==> src/rtl/multi_timer_if.sv <==
// -----------------------------------------------------------------------------
// multi_timer_if
//   Chip-select / address-strobe peripheral bus used by the multi_timer.
//   rw encoding: 1 = read, 0 = write.
//
//   cs_      chip select, active low            (master -> slave)
//   as_      address strobe, active low         (master -> slave)
//   rw       1 = read, 0 = write                (master -> slave)
//   addr     [3:2] channel index, [1:0] register (master -> slave)
//   wr_data  write data                         (master -> slave)
//   rd_data  registered read data               (slave -> master)
//   rdy_     ready, active low                  (slave -> master)
// -----------------------------------------------------------------------------
interface multi_timer_if;
  logic        cs_;
  logic        as_;
  logic        rw;
  logic [3:0]  addr;
  logic [31:0] wr_data;
  logic [31:0] rd_data;
  logic        rdy_;

  modport master (
    output cs_, as_, rw, addr, wr_data,
    input  rd_data, rdy_
  );

  modport slave (
    input  cs_, as_, rw, addr, wr_data,
    output rd_data, rdy_
  );
endinterface

==> src/rtl/multi_timer.sv <==
// -----------------------------------------------------------------------------
// multi_timer
//   NUM_CH independent timers behind one bus-slave port. Each channel has a
//   CTRL (start, mode, irq_en, prescale), INTR (sticky irq, write-1-clear),
//   EXPR (expiry value) and COUNTER register. A channel counts on every tick
//   while started; when the count equals EXPR on a tick it clears, raises its
//   irq, and in one-shot mode stops itself.
//
//   Optional feature macro: TIMER_PRESCALER_EN
//     defined   - per-channel prescaler divides the tick rate by prescale+1
//     undefined - tick on every clock while started; prescale reads 0
//
// Ports
//   clk    system clock, rising edge
//   reset  asynchronous, active-high reset
//   bus    multi_timer_if.slave (cs_, as_, rw, addr, wr_data, rd_data, rdy_)
//   irq    OR over channels of (irq & irq_en), from registered state only
// -----------------------------------------------------------------------------
module multi_timer #(
  parameter int NUM_CH     = 2,
  parameter int CNT_W      = 32,
  parameter int PRESCALE_W = 8
) (
  input  logic           clk,
  input  logic           reset,
  multi_timer_if.slave   bus,
  output logic           irq
);

  typedef enum logic [1:0] {
    REG_CTRL    = 2'd0,
    REG_INTR    = 2'd1,
    REG_EXPR    = 2'd2,
    REG_COUNTER = 2'd3
  } reg_e;

  // ---------------------------------------------------------------------------
  // Bus decode
  // ---------------------------------------------------------------------------
  logic       access;
  logic       rd_acc;
  logic       wr_acc;
  logic [1:0] ch_idx;
  reg_e       reg_sel;

  assign access  = !bus.cs_ && !bus.as_;
  assign rd_acc  = access && bus.rw;
  assign wr_acc  = access && !bus.rw;
  assign ch_idx  = bus.addr[3:2];
  assign reg_sel = reg_e'(bus.addr[1:0]);

  // ---------------------------------------------------------------------------
  // Channel state
  // ---------------------------------------------------------------------------
  logic [NUM_CH-1:0] start;
  logic [NUM_CH-1:0] mode;
  logic [NUM_CH-1:0] irq_en;
  logic [NUM_CH-1:0] irq_flag;
  logic [CNT_W-1:0]  expr_val [NUM_CH];
  logic [CNT_W-1:0]  counter  [NUM_CH];

  logic [NUM_CH-1:0] tick;
  logic [NUM_CH-1:0] expire;
  logic [NUM_CH-1:0] wr_ctrl;
  logic [NUM_CH-1:0] wr_intr;
  logic [NUM_CH-1:0] wr_expr;
  logic [NUM_CH-1:0] wr_cnt;

  // Channel indices that do not exist never match, so such writes are dropped.
  always_comb begin
    // NOTE: every always_comb output gets a default first so no path can
    // leave it unassigned and infer a latch.
    wr_ctrl = '0;
    wr_intr = '0;
    wr_expr = '0;
    wr_cnt  = '0;
    for (int i = 0; i < NUM_CH; i++) begin
      if (wr_acc && (ch_idx == 2'(i))) begin
        wr_ctrl[i] = (reg_sel == REG_CTRL);
        wr_intr[i] = (reg_sel == REG_INTR);
        wr_expr[i] = (reg_sel == REG_EXPR);
        wr_cnt[i]  = (reg_sel == REG_COUNTER);
      end
    end
  end

`ifdef TIMER_PRESCALER_EN
  logic [PRESCALE_W-1:0] prescale [NUM_CH];
  logic [PRESCALE_W-1:0] pcnt     [NUM_CH];

  always_comb begin
    tick = '0;
    for (int i = 0; i < NUM_CH; i++)
      tick[i] = start[i] && (pcnt[i] == prescale[i]);
  end

  // pcnt restarts from 0 on any CTRL write so the first tick after setting
  // start lands exactly prescale+1 clocks later.
  always_ff @(posedge clk or posedge reset) begin
    if (reset) begin
      for (int i = 0; i < NUM_CH; i++) begin
        prescale[i] <= '0;
        pcnt[i]     <= '0;
      end
    end else begin
      for (int i = 0; i < NUM_CH; i++) begin
        if (wr_ctrl[i]) begin
          prescale[i] <= bus.wr_data[8 +: PRESCALE_W];
          pcnt[i]     <= '0;
        end else if (!start[i] || tick[i]) begin
          pcnt[i] <= '0;
        end else begin
          pcnt[i] <= pcnt[i] + PRESCALE_W'(1);
        end
      end
    end
  end
`else
  assign tick = start;
`endif

  always_comb begin
    expire = '0;
    for (int i = 0; i < NUM_CH; i++)
      expire[i] = tick[i] && (counter[i] == expr_val[i]);
  end

  always_ff @(posedge clk or posedge reset) begin
    if (reset) begin
      start    <= '0;
      mode     <= '0;
      irq_en   <= '0;
      irq_flag <= '0;
      // NOTE: these arrays are a handful of flops, not a RAM, so they take the
      // asynchronous reset like any other register.
      for (int i = 0; i < NUM_CH; i++) begin
        expr_val[i] <= '0;
        counter[i]  <= '0;
      end
    end else begin
      for (int i = 0; i < NUM_CH; i++) begin
        // NOTE: sequential state uses non-blocking assignments so every flop
        // samples pre-edge values regardless of statement order.
        if (wr_ctrl[i]) begin
          start[i]  <= bus.wr_data[0];
          mode[i]   <= bus.wr_data[1];
          irq_en[i] <= bus.wr_data[2];
        end else if (expire[i] && !mode[i]) begin
          start[i] <= 1'b0;
        end

        // A new expiry wins over a simultaneous software clear.
        if (expire[i])
          irq_flag[i] <= 1'b1;
        else if (wr_intr[i] && bus.wr_data[0])
          irq_flag[i] <= 1'b0;

        if (wr_expr[i])
          expr_val[i] <= bus.wr_data[CNT_W-1:0];

        if (wr_cnt[i])
          counter[i] <= bus.wr_data[CNT_W-1:0];
        else if (expire[i])
          counter[i] <= '0;
        else if (tick[i])
          counter[i] <= counter[i] + CNT_W'(1);
      end
    end
  end

  // ---------------------------------------------------------------------------
  // Read mux and bus response
  // ---------------------------------------------------------------------------
  logic [31:0] rd_word;

  always_comb begin
    rd_word = '0;
    for (int i = 0; i < NUM_CH; i++) begin
      if (ch_idx == 2'(i)) begin
        case (reg_sel)
          REG_CTRL: begin
            rd_word[2:0] = {irq_en[i], mode[i], start[i]};
`ifdef TIMER_PRESCALER_EN
            rd_word[8 +: PRESCALE_W] = prescale[i];
`endif
          end
          REG_INTR:    rd_word[0] = irq_flag[i];
          REG_EXPR:    rd_word    = 32'(expr_val[i]);
          REG_COUNTER: rd_word    = 32'(counter[i]);
        endcase
      end
    end
  end

  always_ff @(posedge clk or posedge reset) begin
    if (reset) begin
      bus.rd_data <= '0;
      bus.rdy_    <= 1'b1;
    end else begin
      bus.rdy_    <= !access;
      bus.rd_data <= rd_acc ? rd_word : '0;
    end
  end

  assign irq = |(irq_flag & irq_en);

  // Write data bits above the narrowest field are architecturally ignored.
  logic unused_wr_data;
  assign unused_wr_data = ^bus.wr_data;

endmodule

==> src/flat_wrapper.sv <==
// flat-port wrapper written by rule: the top's interface ports become plain ports
module multi_timer_flat 
#(
  parameter int NUM_CH     = 2,
  parameter int CNT_W      = 32,
  parameter int PRESCALE_W = 8
)
  (clk, reset, irq, bus_cs_, bus_as_, bus_rw, bus_addr, bus_wr_data, bus_rd_data, bus_rdy_);
  multi_timer_if bus_i ();
  input  logic clk;
  input  logic reset;
  output logic irq;
  input wire logic [$bits(bus_i.cs_)-1:0] bus_cs_;
  input wire logic [$bits(bus_i.as_)-1:0] bus_as_;
  input wire logic [$bits(bus_i.rw)-1:0] bus_rw;
  input wire logic [$bits(bus_i.addr)-1:0] bus_addr;
  input wire logic [$bits(bus_i.wr_data)-1:0] bus_wr_data;
  output wire logic [$bits(bus_i.rd_data)-1:0] bus_rd_data;
  output wire logic [$bits(bus_i.rdy_)-1:0] bus_rdy_;
  assign bus_i.cs_ = bus_cs_;
  assign bus_i.as_ = bus_as_;
  assign bus_i.rw = bus_rw;
  assign bus_i.addr = bus_addr;
  assign bus_i.wr_data = bus_wr_data;
  assign bus_rd_data = bus_i.rd_data;
  assign bus_rdy_ = bus_i.rdy_;
  multi_timer #(.NUM_CH(NUM_CH), .CNT_W(CNT_W), .PRESCALE_W(PRESCALE_W)) u_core (.clk(clk), .reset(reset), .bus(bus_i), .irq(irq));
endmodule
==> config.mk <==
export PLATFORM = sky130hd
export DESIGN_NAME = multi_timer_flat
export DESIGN_NICKNAME = d
export VERILOG_FILES = /design/src/rtl/multi_timer_if.sv /design/src/rtl/multi_timer.sv /design/src/flat_wrapper.sv
export SDC_FILE = /design/constraint.sdc
export NUM_CORES = 1
export LEC_CHECK = 0
export CAP_MARGIN = 10
export CORE_MARGIN = 1.5
export CORE_UTILIZATION = 45
export DETAILED_ROUTE_END_ITERATION = 16
export GPL_TIMING_DRIVEN = 0
export PLACE_DENSITY = 0.7
export SLEW_MARGIN = 0
export SYNTH_ARGS = -nofsm -noshare
export SYNTH_HDL_FRONTEND = slang
export SYNTH_SLANG_ARGS = --single-unit
==> constraint.sdc <==
create_clock -name clk -period 6.4 [get_ports clk]
set_input_delay 0.64 -clock clk [delete_from_list [all_inputs] [get_ports clk]]
set_output_delay 0.64 -clock clk [all_outputs]
set_load 0.005 [all_outputs]
# == Yosys cells after proc, flatten, opt, wreduce, memory -nomap -nowiden ==
# Index checks and enable logic that the tools add are counted.
# totals
ff_bits,169
latch_bits,0
ram_bits,0
rom_bits,0
input_bits,41
output_inout_bits,34
mem_count,0
# classes
n_addsub,2
n_mul,0
div_mod_pow,0
order_cmp,0
eq_ne,6
shift,0
mux,31
n_bitwise,1
n_reduce_logical,26
# op_table
operator,count
32-bit 2-to-1 mux,9
29-bit case mux with 2 select lines,2
"32-bit by 1-bit adder with 32-bit output, second input constant",2
32-bit == test,2
1-bit 2-to-1 mux,16
2-bit case mux with 3 select lines,2
1-bit logical AND,11
1-bit case mux with 4 select lines,2
2-bit nonzero test,4
1-bit logical NOT,6
3-bit nonzero test,2
"2-bit by 1-bit == test with 1-bit output, second input constant",2
"2-bit == test, second input constant",2
2-bit logical NOT,2
2-bit bitwise AND,1
2-bit OR reduction,1

# == Depth between registers and ports, before layout ==
# Gate-level depths: netlist of run 1.
# depth
ltp_word,8
depth_mapped,10
ltp_nobuf,7

# == Least setup slack after synthesis of run 1 ==
# Ideal clock, no wire load.
# synth_timing
path_type,input to register
start,in bus_addr[2]
end,reg u_core.counter[10] (netlist name)
t_arrival_ps,2029
required_time_ps,6304
slack_ps,4276
cell_stages,9
cell_sequence,buf_2 > nor2b_1 > clkbuf_1 > and3_1 > buf_2 > buf_2 > clkbuf_1 > nand2_1 > o31ai_1
# synth_via
elab_chain_len,4
elab_cells_between_ends,5
classes_between,eq/ne (1); mux (2); reduce/logical (2)
# synth_lines
item,line_no,rtl
"start, declared",flat_wrapper.sv:16,input wire logic [$bits(bus_i.addr)-1:0] bus_addr;
2-bit by 1-bit == test with 1-bit output (*),multi_timer.sv:78,if (wr_acc && (ch_idx == 2'(i))) begin
1-bit logical AND (*),multi_timer.sv:78,
1-bit 2-to-1 mux (*),multi_timer.sv:78,
3-bit nonzero test (no line) or 32-bit 2-to-1 mux (tied branches),--,
"end signal, assigned by index",multi_timer.sv:162,counter[i] <= bus.wr_data[CNT_W-1:0];
"end signal, assigned by index",multi_timer.sv:166,counter[i] <= counter[i] + CNT_W'(1);
"end, declared",multi_timer.sv:60,logic [CNT_W-1:0] counter [NUM_CH];
# Every way passes the cells marked *; elsewhere a longest branch is shown, timed or not.
# A chain may end at the register's enable or synchronous reset.

# == Worst setup path after layout of run 1 ==
# layout_timing
start,in bus_as_
end,reg u_core.counter[61] (netlist name)
# layout_via
elab_chain_len,6
elab_cells_between_ends,7
classes_between,mux (2); reduce/logical (5)
# layout_lines
item,line_no,rtl
"start, declared",flat_wrapper.sv:14,input wire logic [$bits(bus_i.as_)-1:0] bus_as_;
1-bit logical NOT (*),multi_timer.sv:46,assign access = !bus.cs_ && !bus.as_;
1-bit logical AND (*),multi_timer.sv:46,
1-bit logical AND (*),multi_timer.sv:48,assign wr_acc = access && !bus.rw;
1-bit logical AND (*),multi_timer.sv:78,
1-bit 2-to-1 mux (*),multi_timer.sv:78,
3-bit nonzero test (no line) or 32-bit 2-to-1 mux (tied branches),--,
# Marked as above.

==> results of run 1 <==
## layer usage
metal | global-route usage | wire [um] | up-vias
met5 | 0 | 0 | -
met4 | 0.0947 | 927 | 0
met3 | 0.0455 | 2410 | 64
met2 | 0.466 | 14800 | 387
met1 | 0.389 | 13100 | 4156
li1 | - | - | 3816
## per-stage QoR
stage | worst slack (ns) | TNS [ns]
detailed placement | 3.18 | 0
floorplan | 1.19 | 0
finish | 3.58 | 0
global route | 3.41 | 0
CTS | 3.63 | 0
global placement | -1.13 | -187.21
## power by group
group          total [mW]  leakage (nW)  switching, mW  internal, mW
Sequential           1.41          2.14          0.193          1.22
Clock                1.05         0.285          0.491         0.564
Combinational       0.881          2.22          0.500         0.381
Total                3.35          4.64           1.18          2.16
## cells in the mapped netlist, types with 4 or more instances
| library cell | count | area [sq um] |
|---|---|---|
| and4_1 | 7 | 61.3 |
| xor2_1 | 23 | 201 |
| nor4_1 | 12 | 75.1 |
| buf_4 | 6 | 45.0 |
| buf_2 | 30 | 150 |
| a211oi_1 | 59 | 443 |
| mux2i_1 | 36 | 360 |
| o311ai_0 | 6 | 52.6 |
| nand4_1 | 47 | 294 |
| nand3_1 | 43 | 215 |
| a31oi_1 | 7 | 43.8 |
| a21oi_1 | 20 | 100 |
| clkbuf_1 | 40 | 150 |
| or3_1 | 14 | 87.6 |
| nor2b_1 | 29 | 181 |
| xnor2_1 | 78 | 683 |
| mux2_2 | 67 | 754 |
| inv_1 | 15 | 56.3 |
| nor3_1 | 25 | 125 |
| and3_1 | 27 | 169 |
| o31ai_1 | 28 | 210 |
| nor2_1 | 53 | 199 |
| o21ai_0 | 16 | 80.1 |
| nand2_1 | 101 | 379 |
| dfrtp_1 | 168 | 4200 |
| and2_1 | 6 | 37.5 |
| nand2b_1 | 8 | 50.1 |
| buf_1 | 4 | 15.0 |
## flip-flops by register name, summed over array words and instances (netlist names)
register and cells:
u_core.counter 64, u_core.expr_val 64, u_core.bus.rd_data 32, u_core.irq_en 2
u_core.irq_flag 2, u_core.mode 2, u_core.start 2, u_core.bus.rdy_ 1
## layout make-up
type / instances / area [sq um]
fillers: 1893 / 9740
clock buffers: 18 / 439
multi-input cells: 745 / 5150
well taps: 275 / 344
inverters: 16 / 67.6
repair buffers: 72 / 738
plain buffers: 81 / 365
flip-flops and latches: 169 / 4230
clock inverters: 14 / 149
## worst min path at each step
stage / start / endpoint / slack [ns] / depth (start not counted)
after floorplan: u_core.expr_val[36] / u_core.expr_val[36] / 0.48 / 2
after global placement: u_core.expr_val[49] / u_core.expr_val[49] / 0.50 / 1
after detailed placement: u_core.expr_val[4] / u_core.expr_val[4] / 0.51 / 2
after CTS: u_core.expr_val[4] / u_core.expr_val[4] / 0.53 / 2
after global routing: u_core.expr_val[49] / u_core.expr_val[49] / 0.55 / 1
final: u_core.expr_val[49] / u_core.expr_val[49] / 0.53 / 1
## worst max-delay path, cell delays in order
cell	delay (ns)
clkdlybuf4s50_1	0.43
nor3_2	0.64
and3_1	0.25
buf_2	0.22
buf_2	0.27
clkbuf_1	0.44
nand2_1	0.14
a21oi_1	0.14
## cells in the final DEF (no fill, tap or decap), types with 8 or more instances in the layout
cell and n:
nand3_1 43, nor2b_1 29, mux2i_1 36, xor2_1 23, clkbuf_16 17, buf_2 30, nand2b_1 8, mux2_2 67
o21ai_0 16, nand4_1 47, nor4_1 12, inv_1 14, xnor2_1 78, or3_1 14, dfrtp_1 168, a21oi_1 20
clkbuf_1 40, a211oi_1 59, nor3_1 25, and3_1 27, clkdlybuf4s50_1 71, o31ai_1 28, nor2_1 53, nand2_1 101
## cells by family (layout without fill, tap and decap cells)
family	after synthesis	in the layout	share of synthesized area
compound gates	151	151	0.107
xor+xnor	101	101	0.0902
fa+ha+maj	2	2	0.00255
buf+inv	97	201	0.0434
flops	169	169	0.432
mux	103	103	0.114
simple gates	388	388	0.211
==> results.tsv, run 1 <==
metric	value	unit
final_core_util	0.541	
syn2layout_area_growth	17.1	%
hold_viol	0	
worstSetupEndpointType	register	
drv_cap	0	
synth-main-ff-cell	dfrtp_1	
cts_buffers	17	
drc	0	
hold_class	register to register	
r2r-start	u_core.counter[33]	
final_net_count	1145	
vias_per_cell	6.06	
clock_sinks	169	
power	3.35	mW
crit_arrival	3.19	ns
critical_path_class	input port to register	
gp_congestion	1.02	
dp_cells	1358	
first_pass_iters	5	
drt-initial-drc-count	888	
worst_pin_slew	0.783	ns
htreeDepth	4	
ant_nets	0	
fmax	354	MHz
fin_crit	2.82	ns
dpl.hpwl	23.7	mm
grt_usage	0.286	
antenna_found_initial	0	
cts_buffer_depth	2	
power_leakage	4.64	nW
ctsHoldBuffers	0	
reg2regPathDepth	7	
fp.dieW	151	um
ir_worst_vdd	168	uV
io_pins	75	
grt_max_degree	120	
crit_start	bus_as_	
ys_seq_elements	169	
num_rows	53	
cts-resized-gates	0	
syn-cell-area	0.00980	sq mm
finalNonFillerCells	1390	
final_area	0.0115	sq mm
syn_area_per_cell	9.70	sq um
cts_tree	yes	
critPathRequiredTime	6.77	ns
finalWirelength	31.3	mm
whs	0.533	ns
cts_root_buf	clkbuf_16	
core_region_area	0.0212	sq mm
period_share	0.441	
setup.worst_path.end	u_core.counter[61]	
ys_types	53	
num_vias	8423	
crit_path_start_kind	input port	
rsz0062_at_grt	no	
slew_violations	0	
syn-num-nets	1054	
start_util	0.462	
placed_area	0.0109	sq mm
relSlewSlack	0.478	
yosysWarnings	0	
grt_pass1_vias	8076	
num_antenna_cells	0	
synth_edf_count	0	
setup_viol	0	
r2r_end	u_core.counter[58]	
grt_pass1_wl	47.6	mm
io_buffers	71	
drive_gt1_frac	0.135	
synth_cells	1011	
cts_setup_buffers	0	
cp_max_fo	10	
die_h	151	um
regToRegSetupSlack	3.78	ns
async_reset_ff_frac	1.00	
outcome	completed	
globalRouteOverflowTotal	0	
seq_area_frac_synth	0.432	
dieArea	0.0227	sq mm
clkTransAtPathRegs	0.07	ns
fin_worst_skew	0.00830	ns
clock_latency	0.44	ns
routedWlPerCell	22.5	um
powerDensity	292	mW/mm^2
Power figures use the tool's default switching activity.
==> run 2: changes to the inputs <==
--- a/config.mk
+++ b/config.mk
@@ -10,7 +10,7 @@
 export CORE_UTILIZATION = 45
 export DETAILED_ROUTE_END_ITERATION = 16
 export GPL_TIMING_DRIVEN = 0
-export PLACE_DENSITY = 0.7
+export PLACE_DENSITY = 0.73
 export SLEW_MARGIN = 0
 export SYNTH_ARGS = -nofsm -noshare
 export SYNTH_HDL_FRONTEND = slang
==> constraint.sdc (replaced) <==
create_clock -name clk -period 2.5 [get_ports clk]
set_input_delay 0.25 -clock clk [delete_from_list [all_inputs] [get_ports clk]]
set_output_delay 0.25 -clock clk [all_outputs]
set_load 0.005 [all_outputs]
==> run 2 against run 1 <==
Clock power increased by 150%. Cell count increased by 0.36%. Clock skew increased by 0.0038 ns. Sequential share of layout area decreased by 0.32 points. Combinational power increased to 2.6 times the previous value. Core utilization increased by 0.48 points. Worst hold slack got worse by 0.36 ns. Clock-buffer cell count unchanged. Critical path type is now register to register. Largest cell class unchanged. Highest routed layer unchanged.
==> results.tsv, run 2 (synthesis results as in run 1) <==
metric	value	unit	change
outcome	completed		unchanged
rsz0062_at_grt	yes		was no
fillers	1895		was 1893
seqPwrFrac	0.426		was 0.422
antenna_found_initial	0		unchanged
core_region_area	0.0212	sq mm	unchanged
largestRegisters	u_core.counter: 64 flops, u_core.expr_val: 64 flops, u_core.bus.rd_data: 32 flops		unchanged
final_net_count	1150		was 1145
grt_pass1_vias	7981		was 8076
whs	0.171	ns	was 0.533 ns
dpl.hpwl	24.4	mm	was 23.7 mm
grt_max_degree	40		was 120
cts_buffer_depth	2		unchanged
vias_per_cell	6.05		was 6.06
clock_power_share	0.305		was 0.315
die_h	151	um	unchanged
comb_power_share	0.269		was 0.263
worstSetupEndpointType	register		unchanged
critical_path.cell_chain	xnor2_1, nand4_1, nor3_1, and4_1, clkbuf_1, o31ai_1		was clkdlybuf4s50_1, nor3_2, and3_1, buf_2, buf_2, clkbuf_1, nand2_1, a21oi_1
critPathSlowestCell	dfrtp_1		was nor3_2
cts_tree	yes		unchanged
crit_path_start_kind	register		was input port
htreeDepth	4		unchanged
final_cell_mix	167 x dfrtp_1, 101 x nand2_1, 77 x xnor2_1, 71 x clkdlybuf4s50_1, 67 x mux2_2		was 168 x dfrtp_1, 101 x nand2_1, 78 x xnor2_1, 71 x clkdlybuf4s50_1, 67 x mux2_2
drv_cap	0		unchanged
fmax	410	MHz	
hold_class	input port to async pin		was register to register
powerDensity	734	mW/mm^2	was 292 mW/mm^2
layout_commonest_cell	dfrtp_1		unchanged
worst_pin_slew	0.747	ns	was 0.783 ns
p_int	5.51	mW	was 2.16 mW
fin_worst_skew	0.0121	ns	was 0.00830 ns
grt_usage	0.290		was 0.286
critical_path_class	register to register		was input port to register
drt-initial-drc-count	771		was 888
p_switching	2.99	mW	was 1.18 mW
io_buffers	71		unchanged
regToRegSetupSlack	0.06	ns	was 3.78 ns
critPathMaxStageDelay	0.50	ns	was 0.64 ns
setup_viol	0		unchanged
fp.dieW	151	um	unchanged
drive_gt1_frac	0.142		was 0.135
gp_congestion	1.05		was 1.02
finalWirelength	31.7	mm	was 31.3 mm
ir_worst_vdd	436	uV	was 168 uV
ant_nets	0		unchanged
num_vias	8444		was 8423
clock_latency	0.44	ns	about the same
final_core_util	0.546		was 0.541
relSlewSlack	0.502		was 0.478
clkTransAtPathRegs	0.07	ns	about the same
globalRouteOverflowTotal	0		unchanged
first_pass_iters	5		unchanged
hold_viol	0		unchanged
start_util	0.462		unchanged
num_rows	53		unchanged
swShare	0.352		was 0.354
clock_sinks	169		unchanged
io_pins	75		unchanged
slew_violations	0		unchanged
crit_arrival	2.73	ns	was 3.19 ns
grt_pass1_wl	48.0	mm	was 47.6 mm
routedWlPerCell	22.7	um	was 22.5 um
num_antenna_cells	0		unchanged
drc	0		unchanged
syn2layout_area_growth	18.2	%	was 17.1%
critPathRequiredTime	2.79	ns	was 6.77 ns
cts_buffers	17		unchanged
power	8.51	mW	was 3.35 mW
fin_crit	2.44	ns	
cp_max_fo	10		unchanged
cts_root_buf	clkbuf_16		unchanged
power_leakage	4.68	nW	was 4.64 nW
dieArea	0.0227	sq mm	unchanged
period_share	0.976		
## run 2: cell count changes in the layout (fill, tap and decap cells not counted), moves of 2 or more
cell and delta:
clkinvlp_4 +2, nor4_4 +2, inv_6 -5, inv_8 -2
clkinv_4 +4, nor4_1 -2, buf_12 +5
## run 2: power groups by stage
| stage | Clock (mW) | Combinational, mW | Sequential [mW] |
|---|---|---|---|
| 2_1_floorplan | 0 | 1.61 | 3.48 |
| 3_3_place_gp | 0 | 2.16 | 3.62 |
| 3_5_place_dp | 0 | 2.22 | 3.64 |
| 4_1_cts | 2.60 | 2.25 | 3.60 |
| 5_1_grt | 2.72 | 2.48 | 3.67 |
| 6_report | 2.59 | 2.29 | 3.62 |
## run 2: area by class of cell
cell class	count	area (sq um)	area share
clock buffers	18	429	0.0370
inverters	16	63.8	0.00551
clock inverters	14	141	0.0122
plain buffers	81	365	0.0315
repair buffers	77	818	0.0706
multi-input cells	745	5190	0.448
well taps	275	344	0.0297
flip-flops and latches	169	4230	0.365
## run 2: what timing repair did
action	CTS	global route
resized for setup	2	5
setup buffers	1	0
hold buffers	0	0
setup endpoints to repair	3	17
pin swaps	1	2
hold endpoints to repair	0	0
## run 2: critical path: cells and delay by family (launching register included)
kind	cells	cell delay, ns
compound gates	1	0.16
xor+xnor	1	0.30
flops	1	0.50
simple gates	3	0.85
buf+inv	1	0.48
## run 2: final timing paths
| check | cells past startpoint | end | startpoint |
|---|---|---|---|
| max | 6 | u_core.counter[19] | u_core.counter[18] |
| min | 2 | u_core.counter[51] | reset |
| max reg2reg | 6 | u_core.counter[19] | u_core.counter[18] |
| min reg2reg | 2 | u_core.expr_val[36] | u_core.expr_val[36] |
| max in group asynchronous | 5 | u_core.counter[0] | reset |
| min in group clk | 3 | u_core.bus.rd_data[1] | bus_addr[2] |
## run 2: per-layer routing
metal | track usage | vias up | routed length [um]
met3 | 0.0470 | 71 | 2060
met2 | 0.463 | 376 | 15000
met4 | 0.102 | 0 | 1050
met5 | 0 | - | 0
li1 | - | 3822 | -
met1 | 0.400 | 4175 | 13600
## run 2: per-stage QoR
step,setup TNS [ns],area (sq um),std cells,worst slack (ns)
finish,0,11600,1395,0.0601
global route,-0.0113,11600,1395,-0.0113
floorplan,0,9810,1011,0.0961
CTS,0,11600,1395,0.0505
detailed placement,-7.46,11000,1362,-0.215
global placement,-232.41,10900,1357,-1.36
==> run 3: changes to the inputs <==
--- a/config.mk
+++ b/config.mk
@@ -11,7 +11,7 @@
 export DETAILED_ROUTE_END_ITERATION = 16
 export GPL_TIMING_DRIVEN = 0
 export PLACE_DENSITY = 0.73
-export SLEW_MARGIN = 0
+export SETUP_SLACK_MARGIN = 0.5
 export SYNTH_ARGS = -nofsm -noshare
 export SYNTH_HDL_FRONTEND = slang
 export SYNTH_SLANG_ARGS = --single-unit
==> run 3 against run 2 <==
Maximum frequency rose by 16%. Sequential share of layout area shrank 3.4 points. Clock power about the same. Largest power group unchanged. Die area unchanged. Power increased by 7.9%. Worst hold slack better by 0.061 ns. Clock skew shrank 0.0019 ns. Wire length grew 6.3%. Design area grew 11%. Combinational power grew 27%.
==> results.tsv, run 3 (synthesis results as in run 1) <==
metric	value	unit	change
outcome	completed		unchanged
power_leakage	5.30	nW	was 4.68 nW
drv_cap	0		unchanged
num_antenna_cells	0		unchanged
finalNonFillerCells	1451		was 1395
final_net_count	1206		was 1150
worstSetupEndpointType	register		unchanged
drive_gt1_frac	0.283		was 0.142
comb_power_share	0.316		was 0.269
fmax	474	MHz	was 410 MHz
dp_slack	-0.303	ns	was -0.215 ns
cts_buffers	17		unchanged
largestRegisters	u_core.counter: 64 flops, u_core.expr_val: 64 flops, u_core.bus.rd_data: 32 flops		unchanged
final_area	0.0128	sq mm	was 0.0116 sq mm
critPathMaxStageDelay	0.37	ns	was 0.50 ns
gp_congestion	1.00		was 1.05
placed_area	0.0110	sq mm	unchanged
critical_path_class	register to register		unchanged
critPathRequiredTime	2.82	ns	was 2.79 ns
num_vias	9006		was 8444
fin_worst_skew	0.0102	ns	was 0.0121 ns
dieArea	0.0227	sq mm	unchanged
drt-initial-drc-count	1013		was 771
grt_max_degree	34		was 40
start_util	0.462		unchanged
io_pins	75		unchanged
cts_tree	yes		unchanged
power	9.18	mW	was 8.51 mW
crit_start	u_core.counter[56]		was u_core.counter[18]
worst_pin_slew	0.740	ns	was 0.747 ns
crit_path_start_kind	register		unchanged
swShare	0.348		was 0.352
powerDensity	716	mW/mm^2	was 734 mW/mm^2
core_region_area	0.0212	sq mm	unchanged
multiInputGateArea	0.00578	sq mm	was 0.00519 sq mm
register_area	0.00425	sq mm	was 0.00423 sq mm
antenna_found_initial	0		unchanged
slew_violations	0		unchanged
cp_num_buf_inv	5		was 1
finalWirelength	33.7	mm	was 31.7 mm
die_h	151	um	unchanged
grt_usage	0.301		was 0.290
clkTransAtPathRegs	0.06	ns	was 0.07 ns
whs	0.231	ns	was 0.171 ns
ant_nets	0		unchanged
cts_root_buf	clkbuf_16		unchanged
setup_viol	0		unchanged
fin_crit	2.11	ns	was 2.44 ns
setup_ws	0.391	ns	was 0.0601 ns
dpl.hpwl	24.5	mm	was 24.4 mm
grt_pass1_wl	49.9	mm	was 48.0 mm
cts_buffer_depth	2		unchanged
dp_cells	1362		unchanged
first_pass_iters	6		was 5
rsz0062_at_grt	yes		unchanged
final_cell_mix	151 x dfrtp_1, 101 x nand2_1, 71 x clkdlybuf4s50_1, 67 x mux2_2, 58 x a211oi_1		was 167 x dfrtp_1, 101 x nand2_1, 77 x xnor2_1, 71 x clkdlybuf4s50_1, 67 x mux2_2
grt_pass1_vias	8408		was 7981
layout_commonest_cell	dfrtp_1		unchanged
crit_path_frequent_cell	buf_6		
crit_arrival	2.42	ns	was 2.73 ns
period_share	0.844		was 0.976
clock_latency	0.44	ns	about the same
final_core_util	0.604		was 0.546
clock_sinks	169		unchanged
globalRouteOverflowTotal	0		unchanged
htreeDepth	4		unchanged
ir_worst_vdd	455	uV	was 436 uV
hold_class	input port to async pin		unchanged
clock_power_share	0.284		was 0.305
routedWlPerCell	23.2	um	was 22.7 um
hold_viol	0		unchanged
num_rows	53		unchanged
critical_path.cell_chain	buf_4, xnor2_1, nand4_1, nor3_4, and4_1, buf_6, and2_4, buf_6, buf_12, buf_8, a21oi_1		was xnor2_1, nand4_1, nor3_1, and4_1, clkbuf_1, o31ai_1
io_buffers	71		unchanged
ctsHoldBuffers	0		unchanged
critPathSlowestCell	dfrtp_1		unchanged
p_switching	3.19	mW	was 2.99 mW
syn2layout_area_growth	30.8	%	was 18.2%
cp_max_fo	6		was 10
r2r-start	u_core.counter[56]		was u_core.counter[18]
drc	0		unchanged
finalSetupTns	0	ns	unchanged
critical_path.top_delay_family	simple AND/OR/NAND/NOR gates		unchanged
fp.dieW	151	um	unchanged
p_int	5.98	mW	was 5.51 mW
relSlewSlack	0.507		was 0.502
fillers	1773		was 1895
seqPwrFrac	0.400		was 0.426
vias_per_cell	6.21		was 6.05
==> run 3: changes by cell type in the layout (fill, tap and decap cells not counted), sizes merged <==
cell / delta
inv: -3
buf: +51
bufinv: +1
clkinvlp: -1
clkbuf: +8
==> run 3: path summary, 6_finish.rpt <==
check / cells after the start / slack (ns) / endpoint
min reg2reg: 2 / 0.52 / u_core.expr_val[36]
max: 11 / 0.39 / u_core.counter[59]
min: 2 / 0.23 / u_core.counter[51]
max in group asynchronous: 4 / 1.45 / u_core.counter[20]
max reg2reg: 11 / 0.39 / u_core.counter[59]
min in group clk: 3 / 0.34 / u_core.bus.rd_data[2]
==> run 3: per-layer routing <==
| layer | track usage | vias up | part of all wire |
|---|---|---|---|
| met5 | 0 | - | 0 |
| met4 | 0.136 | 0 | 0.046 |
| met3 | 0.0464 | 110 | 0.085 |
| met2 | 0.471 | 497 | 0.46 |
| met1 | 0.413 | 4436 | 0.40 |
| li1 | - | 3963 | - |
==> run 3: worst register-to-register path, delay by kind of cell, from the launching register on <==
family	cells	cell delay, ns
flip-flops	1	0.37
buffers and inverters	5	0.61
AO/OA/AOI/OAI	1	0.05
AND/OR/NAND/NOR	4	0.82
XOR/XNOR	1	0.13
==> run 3: timing repair <==
| item | in CTS | in global routing |
|---|---|---|
| pin swaps | 20 | 40 |
| gates resized for setup | 93 | 116 |
| setup buffers | 36 | 20 |
| endpoints found under the hold margin | 0 | 0 |
| gates cloned | 1 | 0 |
| setup endpoints to repair | 133 | 112 |
==> run 3: final cells by class <==
| class | count | share of cell area |
|---|---|---|
| timing repair buffer | 133 | 0.104 |
| multi-input combinational | 745 | 0.451 |
| clock inverter | 11 | 0.00976 |
| clock buffer | 21 | 0.0344 |
| inverter | 16 | 0.00517 |
| tap | 275 | 0.0268 |
| buffer | 81 | 0.0369 |
| sequential | 169 | 0.332 |
==> run 3: power by group through the flow <==
stage | clock network [mW] | logic [mW] | registers, mW
detailed placement | 0 | 2.23 | 3.65
finish | 2.60 | 2.90 | 3.67
floorplan | 0 | 1.61 | 3.48
CTS | 2.61 | 2.60 | 3.61
global placement | 0 | 2.18 | 3.63
global route | 2.74 | 3.09 | 3.70
